**src/rtl/sum_acc_pkg.sv**
```systemverilog
// Shared types and default sizes for the sum accumulator.
package sum_acc_pkg;

  typedef enum logic [1:0] {IDLE, ACC, DONE} sum_acc_state_t;

  localparam int SUM_W_DEF     = 5;
  localparam int ACC_W_DEF     = 8;
  localparam int BURST_LEN_DEF = 4;

endpackage

```
**src/rtl/sum_accumulator.sv**
```systemverilog
// Collects a burst of adder sums over valid/ready and presents the total and count.
// Optional sticky carry-out flag is enabled by defining SUM_ACCUMULATOR_OVF_EN.
module sum_accumulator
  import sum_acc_pkg::*;
#(
  parameter int SUM_W     = SUM_W_DEF,
  parameter int ACC_W     = ACC_W_DEF,
  parameter int BURST_LEN = BURST_LEN_DEF,
  parameter int CNT_W     = $clog2(BURST_LEN + 1)
) (
  input  logic             clk,
  input  logic             rst_n,
  input  logic             start,
  input  logic             in_valid,
  output logic             in_ready,
  input  logic [SUM_W-1:0] in_sum,
  output logic             out_valid,
  input  logic             out_ready,
  output logic [ACC_W-1:0] out_acc,
  output logic [CNT_W-1:0] out_count,
  output logic             busy,
  output logic             overflow
);

  sum_acc_state_t   state_q, state_d;
  logic [ACC_W-1:0] acc_q, acc_d, acc_sum;
  logic [CNT_W-1:0] count_q, count_d;
  logic             accept;
  logic             last_sample;
  logic             clear;

  // in_ready depends on state alone, so an accept is simply a valid cycle in ACC
  assign accept      = (state_q == ACC) && in_valid;
  assign last_sample = (count_q == CNT_W'(BURST_LEN - 1));
  assign clear       = (state_q == IDLE) && start;

`ifdef SUM_ACCUMULATOR_OVF_EN
  logic carry;
  logic ovf_q, ovf_d;

  assign {carry, acc_sum} = {1'b0, acc_q} + {1'b0, ACC_W'(in_sum)};

  always_comb begin
    ovf_d = ovf_q;
    if (clear) begin
      ovf_d = 1'b0;
    end else if (accept && carry) begin
      ovf_d = 1'b1;
    end
  end

  always_ff @(posedge clk or negedge rst_n) begin
    if (!rst_n) begin
      ovf_q <= 1'b0;
    end else begin
      ovf_q <= ovf_d;
    end
  end

  assign overflow = ovf_q;
`else
  assign acc_sum  = acc_q + ACC_W'(in_sum);
  assign overflow = 1'b0;
`endif

  always_ff @(posedge clk or negedge rst_n) begin
    if (!rst_n) begin
      state_q <= IDLE;
      acc_q   <= '0;
      count_q <= '0;
    end else begin
      state_q <= state_d;
      acc_q   <= acc_d;
      count_q <= count_d;
    end
  end

  always_comb begin
    state_d = state_q;
    case (state_q)
      IDLE:    if (start) state_d = ACC;
      ACC:     if (accept && last_sample) state_d = DONE;
      DONE:    if (out_ready) state_d = IDLE;
      default: state_d = IDLE;
    endcase
  end

  // Results stay put in IDLE and DONE until the next start clears them
  always_comb begin
    acc_d   = acc_q;
    count_d = count_q;
    if (clear) begin
      acc_d   = '0;
      count_d = '0;
    end else if (accept) begin
      acc_d   = acc_sum;
      count_d = count_q + CNT_W'(1);
    end
  end

  always_comb begin
    in_ready  = (state_q == ACC);
    out_valid = (state_q == DONE);
    busy      = (state_q != IDLE);
  end

  assign out_acc   = acc_q;
  assign out_count = count_q;

endmodule

```
**config.mk**
```make
export PLATFORM = sky130hd
export DESIGN_NAME = sum_accumulator
export DESIGN_NICKNAME = d
export VERILOG_FILES = /design/src/rtl/sum_acc_pkg.sv /design/src/rtl/sum_accumulator.sv
export SDC_FILE = /design/constraint.sdc
export NUM_CORES = 1
export LEC_CHECK = 0
export CAP_MARGIN = 20
export CORE_ASPECT_RATIO = 0.6
export CORE_UTILIZATION = 30
export CTS_BUF_LIST = sky130_fd_sc_hd__clkbuf_4 sky130_fd_sc_hd__clkbuf_8
export CTS_CLUSTER_SIZE = 25
export DETAILED_ROUTE_END_ITERATION = 10
export PLACE_DENSITY_LB_ADDON = 0.05
export RECOVER_POWER = 25
export SETUP_SLACK_MARGIN = 0.4
export SYNTH_ARGS = -nofsm -noshare
export SYNTH_HDL_FRONTEND = slang
export SYNTH_SLANG_ARGS = --single-unit
```
**constraint.sdc**
```tcl
create_clock -name clk -period 2.2 [get_ports clk]
set_input_delay 0.44 -clock clk [delete_from_list [all_inputs] [get_ports clk]]
set_output_delay 0.44 -clock clk [all_outputs]
set_load 0.1 [all_outputs]
```
* Word-level counts from Yosys, hierarchy flattened
Cells that the tools add are included.
** Word-level totals
- Input bits :: 10
- RAM bits :: 0
- Output and inout port bits :: 15
- Bits in latches :: 0
- Memories :: 0
- Word-level logic and storage cells :: 26
- ROM bits :: 0
- Flip-flop bits (word level) :: 13
** Operators by class
- Divide/modulo/power cells :: 0
- Shift operators :: 0
- Multiplexer cells :: 8
- Equality and inequality tests :: 6
- $lt $le $gt $ge :: 0
- Reduce and logical (&&, ||, !) cells :: 7
- Bitwise operators :: 0
- Multipliers :: 0
- $add $sub $neg :: 2
** Operator list (number)
- $mux 8 :: 2
- $add 8x5->8 :: 1
- $mux 2 :: 3
- $mux 3 :: 2
- $pmux 2 s3 :: 1
- $ne 2x1->1 const B :: 2
- $reduce_bool 2->1 :: 2
- $add 3x1->3 const B :: 1
- $eq 3x2->1 const B :: 1
- $logic_and 1x1->1 :: 3
- $reduce_and 3->1 :: 1
- $eq 2x1->1 const B :: 1
- $eq 2x2->1 const B :: 1
- $logic_not 2->1 :: 1
- $ne 2x2->1 const B :: 1

* Logic depth before layout (Yosys ltp)
- Depth after elaboration :: 5
- Depth in mapped cells :: 7
- Gate-level depth less buffers :: 7

* Worst setup path after synthesis
OpenSTA, ideal clock, no wires.
- Path kind :: register to register
- From :: register acc_q[0], in the netlist out_acc[0]
- To :: register acc_q[6], in the netlist out_acc[6]
- Stages on the path, launching flop included :: 8
- Arrival :: 2.188 ns
- Buffers on the path :: 0
- Period minus slack after synthesis :: 2.356 ns
- Data required time :: 2.031 ns
- Slack :: -0.156 ns
- Library setup time :: 0.169 ns
- Path through :: dfrtp_1 ha_1 inv_1 fa_1 nor2b_1 o31a_1 o211ai_1 mux2i_1
** Between the ends
- Longest elaborated chain between the ends :: 3
** RTL lines
- from (decl) :: line sum_accumulator.sv:26 : logic [ACC_W-1:0] acc_q, acc_d, acc_sum;
- from (signal assigned) :: line sum_accumulator.sv:69 : acc_q <= '0;
- from (signal assigned) :: line sum_accumulator.sv:73 : acc_q <= acc_d;
- $add 8x5->8 :: line sum_accumulator.sv:62 : assign acc_sum = acc_q + ACC_W'(in_sum);
- $mux 8 :: line sum_accumulator.sv:95 : end else if (accept) begin
- $mux 8 :: line sum_accumulator.sv:92 : if (clear) begin
No other way between the ends. The select of a mux whose other input is x is not followed.
A chain may end at the register's enable or synchronous reset.

* Worst setup path after layout
- From :: input in_sum[2]
- To :: register acc_q[7], in the netlist out_acc[7]
** Between the ends
- Longest elaborated chain between the ends :: 3
** RTL lines
- from (decl) :: line sum_accumulator.sv:16 : input logic [SUM_W-1:0] in_sum,
- $add 8x5->8 :: line sum_accumulator.sv:62
- $mux 8 :: line sum_accumulator.sv:95
- $mux 8 :: line sum_accumulator.sv:92
No other way between the ends. The select of a mux whose other input is x is not followed.

==> impl_metrics.xml <==
<?xml version="1.0" encoding="UTF-8"?>
<metrics>
  <group name="setup_path">
    <metric name="path_cells" unit="">clkdlybuf4s50_1, ha_1, buf_4, buf_4, nand3_1, nor2_1, o2111ai_2, mux2i_1</metric>
    <metric name="reg2regPathDepth" unit="">7</metric>
    <metric name="startpoint_type" unit="">input port</metric>
    <metric name="critical_path_cell_count" unit="">8</metric>
    <metric name="cp.required" unit="ps">2370</metric>
    <metric name="worst-setup-path-type" unit="">in -&gt; reg</metric>
    <metric name="worst-path-buf-inv" unit="">3</metric>
    <metric name="cpLargestDelayFamily" unit="">buffers and inverters</metric>
    <metric name="cpPeakStageDelay" unit="ps">400</metric>
    <metric name="cpMostUsedCell" unit="">sky130_fd_sc_hd__buf_4</metric>
    <metric name="worst_setup_path_end_kind" unit="">register</metric>
    <metric name="worstPathArrival" unit="ps">1930</metric>
    <metric name="path_max_fanout" unit="">3</metric>
    <metric name="cp_slowest_cell" unit="">sky130_fd_sc_hd__clkdlybuf4s50_1</metric>
  </group>
  <group name="job">
    <metric name="timing.max_cap.violations" unit="">0</metric>
  </group>
  <group name="status">
    <metric name="status" unit="">complete, no violations</metric>
  </group>
  <group name="global_route">
    <metric name="grt_util_all_layers" unit="">0.1341</metric>
    <metric name="antenna_violations_before_repair" unit="">0</metric>
    <metric name="grt_pass1_wl" unit="µm">2746</metric>
    <metric name="grt_pass1_vias" unit="">600</metric>
    <metric name="grt.overflow.total" unit="">0</metric>
    <metric name="maximum_number_of_pins_on_one_net_before_global_route_repair" unit="">16</metric>
  </group>
  <group name="placed_design">
    <metric name="dpl.cell_count" unit="">131</metric>
    <metric name="pre_cts_slack" unit="ps">65.53</metric>
    <metric name="io_buffers" unit="">23</metric>
    <metric name="placed_wire_length_estimate" unit="µm">1255</metric>
    <metric name="finalWeightedCongestion" unit="">0.7256</metric>
  </group>
  <group name="layout">
    <metric name="antennaDiodeCount" unit="">0</metric>
    <metric name="final_util" unit="">0.4499</metric>
    <metric name="design.final.nets" unit="">125</metric>
    <metric name="post_route_insts_no_fill" unit="">138</metric>
    <metric name="layout.cells.most_common_list" unit="">sky130_fd_sc_hd__buf_4, sky130_fd_sc_hd__nand2_1, sky130_fd_sc_hd__dfrtp_1</metric>
    <metric name="final_common_cell" unit="">sky130_fd_sc_hd__buf_4</metric>
    <metric name="area_growth" unit="%">40.84</metric>
    <metric name="post_route_cells_drive_above_1_share" unit="">0.3868</metric>
    <metric name="fillCellCount" unit="">254</metric>
  </group>
  <group name="clocking">
    <metric name="cts_inserted_buffers" unit="">3</metric>
    <metric name="cts-hold-fix-buffers" unit="">0</metric>
    <metric name="tritoncts_num_sinks" unit="">13</metric>
    <metric name="clk_pin_slew_worst_paths" unit="ps">60</metric>
    <metric name="cts_tree" unit="">yes</metric>
    <metric name="cts_htree_levels" unit="">1</metric>
    <metric name="clock_latency" unit="ps">240</metric>
    <metric name="clockRootBuffer" unit="">sky130_fd_sc_hd__clkbuf_8</metric>
    <metric name="cts_buffer_depth" unit="">2</metric>
  </group>
  <group name="hold_path">
    <metric name="min_delay_path_depth" unit="">1</metric>
    <metric name="hold_path.class" unit="">reg -&gt; reg</metric>
  </group>
  <group name="yosys">
    <metric name="syn-mean-instance-area" unit="µm²">10.33</metric>
    <metric name="syn_area" unit="µm²">805.8</metric>
    <metric name="post_synth_num_cell_types" unit="">28</metric>
    <metric name="cell_count_after_synthesis" unit="">78</metric>
    <metric name="synth.yosys.seq_area_share" unit="">0.4037</metric>
    <metric name="yosysWarnings" unit="">0</metric>
    <metric name="ys_ff_latch" unit="">13</metric>
    <metric name="mappedNetlistNets" unit="">96</metric>
  </group>
  <group name="detailed_routing">
    <metric name="avgRoutedWirePerCell" unit="µm">11.74</metric>
    <metric name="overall_via_count_from_detail_route" unit="">629</metric>
    <metric name="drc" unit="">0</metric>
    <metric name="drt.antenna.violating_nets" unit="">0</metric>
    <metric name="detail_route.wirelength" unit="µm">1620</metric>
    <metric name="detailedRoute.firstPassIterationCount" unit="">4</metric>
    <metric name="drtIter0Drc" unit="">17</metric>
    <metric name="drt-vias-per-instance" unit="">4.558</metric>
  </group>
  <group name="timing">
    <metric name="final.setup.tns" unit="ps">0</metric>
    <metric name="pnr_worst_setup_slack" unit="ps">432.0</metric>
    <metric name="max_freq" unit="MHz">565.6</metric>
    <metric name="finalHoldViolCount" unit="">0</metric>
    <metric name="report.final.setup_viol" unit="">0</metric>
    <metric name="clock_skew" unit="ps">2.268</metric>
    <metric name="setup_repair_after_global_routing_missed_its_margin" unit="">true</metric>
    <metric name="fin_crit_sh" unit="">0.8036</metric>
    <metric name="final_max_slew_viol_count" unit="">0</metric>
    <metric name="timing.slew.headroom" unit="">0.5875</metric>
    <metric name="timing.final.crit_period" unit="ps">1768</metric>
    <metric name="worst_slew_pin_slew" unit="ps">616.7</metric>
  </group>
  <group name="floorplan">
    <metric name="start_util" unit="">0.3194</metric>
    <metric name="placeable_area" unit="mm²">0.002522</metric>
    <metric name="pin_count" unit="">25</metric>
    <metric name="die_x" unit="µm">68.91</metric>
    <metric name="die_y" unit="µm">42.15</metric>
    <metric name="rows" unit="">14</metric>
    <metric name="design.die.area" unit="mm²">0.002904</metric>
  </group>
</metrics>
## path summary, 6_finish.rpt
kind / from / end / slack (ps)
setup / recovery: in_sum[2] / out_acc[7]$_DFFE_PN0P_ / 430
hold / removal: out_acc[7]$_DFFE_PN0P_ / out_acc[7]$_DFFE_PN0P_ / 490
setup reg to reg: out_acc[0]$_DFFE_PN0P_ / out_acc[6]$_DFFE_PN0P_ / 510
hold reg to reg: out_acc[7]$_DFFE_PN0P_ / out_acc[7]$_DFFE_PN0P_ / 490
max in group asynchronous: rst_n / out_acc[0]$_DFFE_PN0P_ / 1090
min in group asynchronous: rst_n / out_acc[7]$_DFFE_PN0P_ / 650
## sequential cells by signal (all words and copies together) (netlist names)
name and count:
out_acc 8, state_q 2, out_count 3
## synthesized netlist by cell type, drive strengths merged
library cell	count	area (µm²)
a21oi	3	15.01
dfrtp	13	325.3
o21a	1	7.510
conb	1	3.750
inv	7	26.28
nand2	8	30.03
o21ai	2	10.01
xor2	1	8.760
buf	3	30.03
o21bai	1	7.510
xnor2	1	8.760
and2	2	15.02
nand3	2	10.01
ha	7	87.58
o31a	1	8.760
a22o	5	43.79
mux2	1	11.26
o2111ai	1	8.760
mux2i	4	40.04
nor2b	3	26.27
fa	1	20.02
o211ai	1	7.510
a211oi	2	25.02
nor2	7	28.78
## repair_timing
action / 4_1_cts / 5_1_grt
setup buffers: 3 / 0
setup endpoints to repair: 2 / 4
pin swaps: 4 / 4
gates resized for setup: 5 / 4
## final cells by class
class / instances / area, µm² / area share
inverters: 7 / 26.28 / 0.02315
clock buffers: 3 / 41.29 / 0.03638
clock inverters: 1 / 5.005 / 0.004410
flip-flops and latches: 13 / 336.6 / 0.2966
repair buffers: 27 / 226.5 / 0.1996
multi-input cells: 55 / 459.2 / 0.4046
well taps: 32 / 40.04 / 0.03528
## layer usage
layer  wire length [µm]  vias up  track usage  share of wire
met1                890      286       0.1878           0.55
met5                  0        -            0              0
met2                625       15       0.1806           0.39
met3                 92        2      0.06522          0.057
met4                 11        0      0.03673         0.0068
li1                   -      326            -              -
## logic make-up after synthesis
group | Yosys count | synth area share
AND/OR/NAND/NOR | 22 | 0.1367
AO/OA/AOI/OAI | 17 | 0.1662
flip-flops | 13 | 0.4037
buffers and inverters | 10 | 0.06988
adder cells (fa/ha/maj) | 8 | 0.1335
multiplexers | 5 | 0.06367
XOR/XNOR | 2 | 0.02174
other | 1 | 0.004654
## per-stage QoR
| stage | instance area, µm² | hold slack [ps] |
|---|---|---|
| after floorplan | 834.6 | 144.4 |
| after global placement | 1047 | 471.5 |
| after detailed placement | 1047 | 474.6 |
| after CTS | 1129 | 485.9 |
| after global routing | 1135 | 497.1 |
| final | 1135 | 485.7 |
Power is not shown: default switching activity piles up to over one toggle a cycle in this logic, so the estimate is an artifact.
